--- src/rtl/jk_counter_bank_pkg.sv ---
// Shared definitions for the JK counter bank: mode encodings applied on the
// two-bit mode input.
package jk_counter_bank_pkg;

  localparam logic [1:0] MODE_JK   = 2'b00;
  localparam logic [1:0] MODE_UP   = 2'b01;
  localparam logic [1:0] MODE_DOWN = 2'b10;
  localparam logic [1:0] MODE_LOAD = 2'b11;

endpackage

--- src/rtl/jk_counter_bank_cell.sv ---
// Single JK flip-flop cell with synchronous active-high reset to zero.
module jk_cell (
  input  logic clk,
  input  logic rst,
  input  logic j,
  input  logic k,
  output logic q,
  output logic qbar
);

  logic state_q;
  logic state_d;

  always_comb begin
    state_d = state_q;
    case ({j, k})
      2'b00:   state_d = state_q;
      2'b01:   state_d = 1'b0;
      2'b10:   state_d = 1'b1;
      default: state_d = ~state_q;
    endcase
  end

  always_ff @(posedge clk) begin
    if (rst) begin
      state_q <= 1'b0;
    end else begin
      state_q <= state_d;
    end
  end

  assign q    = state_q;
  assign qbar = ~state_q;

endmodule

--- src/rtl/jk_counter_bank.sv ---
// Bank of JK cells steered into raw-JK, up/down counter or parallel-load
// behaviour, with a terminal-count flag and a registered boundary pulse.
module jk_counter_bank
  import jk_counter_bank_pkg::*;
#(
  parameter int WIDTH    = 4,
  parameter bit SATURATE = 1'b0
) (
  input  logic             clk,
  input  logic             rst,
  input  logic             en,
  input  logic [1:0]       mode,
  input  logic [WIDTH-1:0] j,
  input  logic [WIDTH-1:0] k,
  input  logic [WIDTH-1:0] d,
  output logic [WIDTH-1:0] q,
  output logic [WIDTH-1:0] qbar,
  output logic             tc,
  output logic             ovf
);

  logic [WIDTH-1:0] q_w;
  logic [WIDTH-1:0] qbar_w;
  logic [WIDTH-1:0] up_t;
  logic [WIDTH-1:0] dn_t;
  logic [WIDTH-1:0] j_cell;
  logic [WIDTH-1:0] k_cell;
  logic             tc_c;
  logic             ovf_q;
  logic             ovf_d;

  // Ripple-carry toggle terms: bit i toggles when all lower bits are 1 (up) or 0 (down).
  generate
    for (genvar gi = 0; gi < WIDTH; gi++) begin : g_cells
      if (gi == 0) begin : g_lsb
        assign up_t[gi] = 1'b1;
        assign dn_t[gi] = 1'b1;
      end else begin : g_upper
        assign up_t[gi] = up_t[gi-1] & q_w[gi-1];
        assign dn_t[gi] = dn_t[gi-1] & qbar_w[gi-1];
      end

      jk_cell u_cell (
        .clk  (clk),
        .rst  (rst),
        .j    (j_cell[gi]),
        .k    (k_cell[gi]),
        .q    (q_w[gi]),
        .qbar (qbar_w[gi])
      );
    end
  endgenerate

  always_comb begin
    tc_c = 1'b0;
    if (en) begin
      case (mode)
        MODE_UP:   tc_c = &q_w;
        MODE_DOWN: tc_c = ~|q_w;
        default:   tc_c = 1'b0;
      endcase
    end
  end

  // A saturating boundary step holds every cell by forcing J=K=0.
  always_comb begin
    j_cell = '0;
    k_cell = '0;
    if (en && !(SATURATE && tc_c)) begin
      case (mode)
        MODE_JK: begin
          j_cell = j;
          k_cell = k;
        end
        MODE_UP: begin
          j_cell = up_t;
          k_cell = up_t;
        end
        MODE_DOWN: begin
          j_cell = dn_t;
          k_cell = dn_t;
        end
        default: begin
          j_cell = d;
          k_cell = ~d;
        end
      endcase
    end
  end

  assign ovf_d = tc_c;

  always_ff @(posedge clk) begin
    if (rst) begin
      ovf_q <= 1'b0;
    end else begin
      ovf_q <= ovf_d;
    end
  end

  assign q    = q_w;
  assign qbar = qbar_w;
  assign tc   = tc_c;
  assign ovf  = ovf_q;

endmodule
--- config.mk ---
export PLATFORM = sky130hd
export DESIGN_NAME = jk_counter_bank
export DESIGN_NICKNAME = d
export VERILOG_FILES = /design/src/rtl/jk_counter_bank_pkg.sv /design/src/rtl/jk_counter_bank_cell.sv /design/src/rtl/jk_counter_bank.sv
export SDC_FILE = /design/constraint.sdc
export NUM_CORES = 1
export LEC_CHECK = 0
export ABC_AREA = 1
export CORE_MARGIN = 2
export CORE_UTILIZATION = 36
export CTS_CLUSTER_DIAMETER = 50
export CTS_CLUSTER_SIZE = 40
export DETAILED_ROUTE_END_ITERATION = 6
export GPL_TIMING_DRIVEN = 0
export PLACE_DENSITY = 0.66
export SYNTH_ARGS = -nofsm -noshare
export SYNTH_HDL_FRONTEND = slang
export SYNTH_SLANG_ARGS = --single-unit
--- constraint.sdc ---
create_clock -name clk -period 5.7 [get_ports clk]
set_input_delay 1.71 -clock clk [delete_from_list [all_inputs] [get_ports clk]]
set_output_delay 1.71 -clock clk [all_outputs]
set_load 0.03 [all_outputs]
==> qor.yml, run 1 <==
run_status:
  status: "finished clean"
synth:
  yosys.area_share.simple_pct: 31.2
  synth_top_cell_by_area: "ha_1"
  ys_ff_latch: 5
  synth_top_area_share_pct: 22.3
  async_reset_ff_share_pct: 0
  syn_nets: 135
  synth_most_common_cell: "nand2_1"
  synthDistinctLibCells: 16
  synth_edf_count: 0
  synth_mux_area_share_pct: 0
  synth_seq_area_share_pct: 14.9
  yosysWarnings: 0
  synth-compound-area-share_pct: 13.8
  synth_fa_ha_area_share_pct: 22.3
  synth_top_family_by_area: "simple AND/OR/NAND/NOR gates"
  synth_xor_xnor_area_share_pct: 0
  ys.flop_type: "dfxtp_1"
  synth_commonest_cells: "nand2_1 (22), nor2_1 (15), a21oi_1 (12), ha_1 (12)"
  netlist_area_sq_um: 673
  syn_avg_cell_area_sq_um: 6.35
  ys_top_cells_by_area: "ha_1 (22%), dfxtp_1 (15%), nand2_1 (12%)"
  synth_cells: 106
clock_tree:
  cts_made_buffers: 3
  cts_tree: "yes"
  path_clk_slew_ns: 0.05
  postCtsHoldBufs: 0
  cts_resized: 0
  cts_sinks: 5
  htreeDepth: 1
  cts_setup_buffers: 0
  clock_path_buffers: 2
  clk_latency_ns: 0.25
  cts-root-buf: "clkbuf_4"
placed_design:
  place.port_buffers: 25
  post-dp-hpwl_microns: 1300
  placed_area_sq_um: 955
  place.gp.congestion: 0.738
die:
  rows: 15
  initial_core_util_pct: 38.6
  io_pins: 27
  dieArea_sq_mm: 0.00223
  core_area_sq_mm: 0.00175
  die_width_microns: 47.2
  die_height_microns: 47.2
drt:
  wl_microns: 1600
  vias_per_cell: 4.64
  drt-wirelength-per-cell_microns: 9.98
  ant_nets: 0
  via_count: 742
  drc: 0
  dr.pass1.iters: 4
  drt_iter0_drc: 12
sta:
  slew_headroom_pct: 78.6
  hold_violations: 0
  fmax_mhz: 187
  setup_viol: 0
  finalSetupTns_ns: 0
  finalMaxSlewViolations: 0
  fin_crit_ns: 5.34
  rsz0062_at_grt: "false"
  worst_slew_pin_slew_ns: 0.320
  fin_crit_sh_pct: 93.7
  finalClockSkew_ns: 0.00119
global_route:
  grt_max_degree: 9
  grt_pass1_vias: 683
  grt.overflow.total: 0
  antenna_found_initial: 0
  grt_pass1_wl_microns: 2660
  track_usage_pct: 16.9
setup_path:
  crit_type: "in -> out"
  crit_arrival_ns: 3.63
  required_ns: 3.99
  critPathMaxFanout: 3
  startpoint_type: "input pin"
  end_kind: "output pin"
job:
  cap_violations: 0
layout:
  syn2layout_area_growth_pct: 45.7
  fin_util_pct: 56.2
  nets: 165
  fin_area_sq_um: 981
  drive_gt1_share_pct: 13.3
  antenna_cells: 0
power:
  p_leak_nw: 0.466
  ir_drop_uv: 98.7
  p_per_area_mw_per_mm2: 199
  power_uw: 195
worst_hold_path:
  hold_path_class: "reg -> reg"
worst max-delay path: stages:
cell,delay (ns)
clkdlybuf4s50_1,0.47
inv_1,0.11
ha_1,0.19
nand4_1,0.17
nand2_1,0.10
nand3_1,0.10
nor2_1,0.11
clkdlybuf4s50_1,0.68
layout by cell type, fill, tap and decap left out:
master and n:
ha_1 12, nand4_1 1, nand2_1 22, buf_2 2
buf_4 8, nor2_1 15, o211ai_1 1, a21oi_2 2
inv_1 11, clkbuf_1 1, a22oi_1 1, inv_2 1
nand3_1 11, nor3_2 1, clkdlybuf4s50_1 25, clkbuf_4 3
dfxtp_1 5, a21oi_1 12, clkbuf_2 1
sequential cells by signal (all words and copies together), names as in the netlist:
signal,count
g_cells.u_cell.q,4
ovf,1
routing by layer:
metal | vias up | routed length [microns] | track usage (%)
li1 | 391 | - | -
met1 | 327 | 685 | 18.9
met2 | 22 | 813 | 29.5
met3 | 2 | 91 | 6.15
met4 | 0 | 6 | 5.56
met5 | - | 0 | 0
where the power goes:
| part | switching (mW) | leakage (nW) | internal, mW |
|---|---|---|---|
| clock network | 0.0176 | 0.0150 | 0.0267 |
| registers | 0.00586 | 0.0410 | 0.0392 |
| logic | 0.0546 | 0.410 | 0.0509 |
worst paths after layout:
| kind | start | endpoint | slack (ns) | depth (start not counted) |
|---|---|---|---|---|
| setup / recovery | mode[1] | tc | 0.36 | 8 |
| hold / removal | g_cells[3].u_cell.q$_SDFFE_PP0P_ | g_cells[3].u_cell.q$_SDFFE_PP0P_ | 0.56 | 2 |
| setup reg to reg | g_cells[0].u_cell.q$_SDFFE_PP0P_ | g_cells[2].u_cell.q$_SDFFE_PP0P_ | 3.99 | 12 |
| hold reg to reg | g_cells[3].u_cell.q$_SDFFE_PP0P_ | g_cells[3].u_cell.q$_SDFFE_PP0P_ | 0.56 | 2 |
metrics by stage:
stage | setup slack (ns) | hold WS [ns] | instances
after floorplan | 1.34 | 0.520 | 106
after global placement | 0.420 | 0.555 | 156
after detailed placement | 0.377 | 0.552 | 156
after CTS | 0.365 | 0.562 | 160
after global routing | 0.240 | 0.628 | 160
final | 0.358 | 0.560 | 160
area by class of cell:
| class | count | area (sq um) |
|---|---|---|
| buffer | 11 | 75.1 |
| clock buffer | 4 | 26.3 |
| fill | 188 | 764 |
| inverter | 12 | 45.0 |
| multi-input combinational | 78 | 453 |
| sequential | 5 | 100 |
| tap | 25 | 31.3 |
| timing repair buffer | 25 | 250 |
logic make-up (layout without fill, tap and decap cells):
| family | Yosys count | after routing |
|---|---|---|
| simple gates | 50 | 50 |
| fa+ha+maj | 12 | 12 |
| buf+inv | 23 | 52 |
| compound gates | 16 | 16 |
| flops | 5 | 5 |
Note: power is estimated with default switching activity, not from simulation.
==> run 2, diff against run 1 <==
--- a/config.mk
+++ b/config.mk
@@ -11,8 +11,9 @@
 export CTS_CLUSTER_DIAMETER = 50
 export CTS_CLUSTER_SIZE = 40
 export DETAILED_ROUTE_END_ITERATION = 6
+export DONT_BUFFER_PORTS = 1
 export GPL_TIMING_DRIVEN = 0
-export PLACE_DENSITY = 0.66
+export PLACE_DENSITY = 0.47
 export SYNTH_ARGS = -nofsm -noshare
 export SYNTH_HDL_FRONTEND = slang
 export SYNTH_SLANG_ARGS = --single-unit
==> qor.yml, run 2 (synthesized netlist as in run 1, its figures left out) <==
clock_tree:
  cts_tree: "yes"
  clock_path_buffers: 2
  cts_sinks: 5
  path_clk_slew_ns: 0.04
  cts-root-buf: "clkbuf_4"
  htreeDepth: 1
  cts_resized: 0
  postCtsHoldBufs: 0
  clk_latency_ns: 0.24
  cts_made_buffers: 3
  cts_setup_buffers: 0
power:
  ir_drop_uv: 99.0
  power_uw: 165
  p_leak_nw: 0.369
  p_per_area_mw_per_mm2: 226
worst_hold_path:
  hold_path_class: "reg -> reg"
layout:
  antenna_cells: 0
  fin_area_sq_um: 731
  syn2layout_area_growth_pct: 8.55
  fillers: 195
  multiInputGateArea_sq_um: 453
  nets: 140
  drive_gt1_share_pct: 16.4
  layout_commonest_cell: "nand2_1"
  seq_area_sq_um: 100
  layout_common_cells: "nand2_1 (22), nor2_1 (15), a21oi_1 (12), ha_1 (12)"
  largest_reg_flops: 4
sta:
  fin_crit_ns: 4.51
  fin_crit_sh_pct: 79.1
  setup_viol: 0
  hold_slack_ns: 0.561
  slew_headroom_pct: 62.6
  worst_slew_pin_slew_ns: 0.559
  finalSetupTns_ns: 0
  finalMaxSlewViolations: 0
  finalClockSkew_ns: 0.00330
  fmax_mhz: 222
  hold_violations: 0
  rsz0062_at_grt: "false"
die:
  die_height_microns: 47.2
  io_pins: 27
  die_width_microns: 47.2
  dieArea_sq_mm: 0.00223
  core_area_sq_mm: 0.00175
  initial_core_util_pct: 38.6
  rows: 15
drt:
  wl_microns: 1460
  drt_iter0_drc: 7
  via_count: 640
  drt-wirelength-per-cell_microns: 10.8
  drc: 0
  vias_per_cell: 4.74
  dr.pass1.iters: 4
  ant_nets: 0
placed_design:
  placed_area_sq_um: 704
  place.gp.congestion: 0.738
  post-dp-hpwl_microns: 1190
  place.port_buffers: 0
setup_path:
  end_kind: "output pin"
  crit_arrival_ns: 2.80
  critPathMaxFanout: 3
  required_ns: 3.99
  crit_type: "in -> out"
  startpoint_type: "input pin"
global_route:
  grt_pass1_vias: 572
  grt_pass1_wl_microns: 2350
  track_usage_pct: 15.4
  grt_max_degree: 9
  antenna_found_initial: 0
  grt.overflow.total: 0
job:
  cap_violations: 0
run_status:
  status: "finished clean"
==> run 2: cell types whose count changed in the layout (fill, tap and decap cells not counted), sizes merged <==
| cell | before | now |
|---|---|---|
| clkdlybuf4s50 | 25 | 0 |
==> run 2: through the flow <==
stage / setup WS (ns) / cells / util, %
2_1_floorplan: 1.34 / 106 / -
3_3_place_gp: 1.21 / 131 / 40.4
3_5_place_dp: 1.19 / 131 / 40.4
4_1_cts: 1.18 / 135 / 41.9
5_1_grt: 1.09 / 135 / 41.9
6_report: 1.19 / 135 / 41.9
==> run 2: critical path, cell delays in order <==
cell	delay, ns
inv_1	0.05
ha_1	0.20
nand4_1	0.17
nand2_1	0.09
nand3_1	0.10
nor2_1	0.46
==> run 2: final timing paths <==
path / slack (ns) / to / startpoint / cells past startpoint
worst max-delay path: 1.19 / tc / mode[1] / 6
worst min-delay path: 0.56 / g_cells[3].u_cell.q$_SDFFE_PP0P_ / g_cells[3].u_cell.q$_SDFFE_PP0P_ / 2
worst max register to register: 3.99 / g_cells[3].u_cell.q$_SDFFE_PP0P_ / g_cells[0].u_cell.q$_SDFFE_PP0P_ / 11
worst min register to register: 0.56 / g_cells[3].u_cell.q$_SDFFE_PP0P_ / g_cells[3].u_cell.q$_SDFFE_PP0P_ / 2
==> run 2: power by group <==
group / internal (mW) / switching [mW]
Combinational: 0.0292 / 0.0487
Clock: 0.0265 / 0.0148
Sequential: 0.0392 / 0.00689
==> run 2: cell type report <==
type                            instances  share of cell area [%]
Buffer                                 11                    10.3
Clock buffer                            4                    3.60
Inverter                               12                    6.16
Multi-Input combinational cell         78                    62.0
Sequential cell                         5                    13.7
Tap cell                               25                    4.28
==> run 2: routing by layer <==
layer	up-vias	GRT usage, %	wire [microns]
met5	-	0	0
met4	0	4.44	0
met3	0	6.92	114
met2	21	25.9	707
met1	276	17.4	641
li1	343	-	-
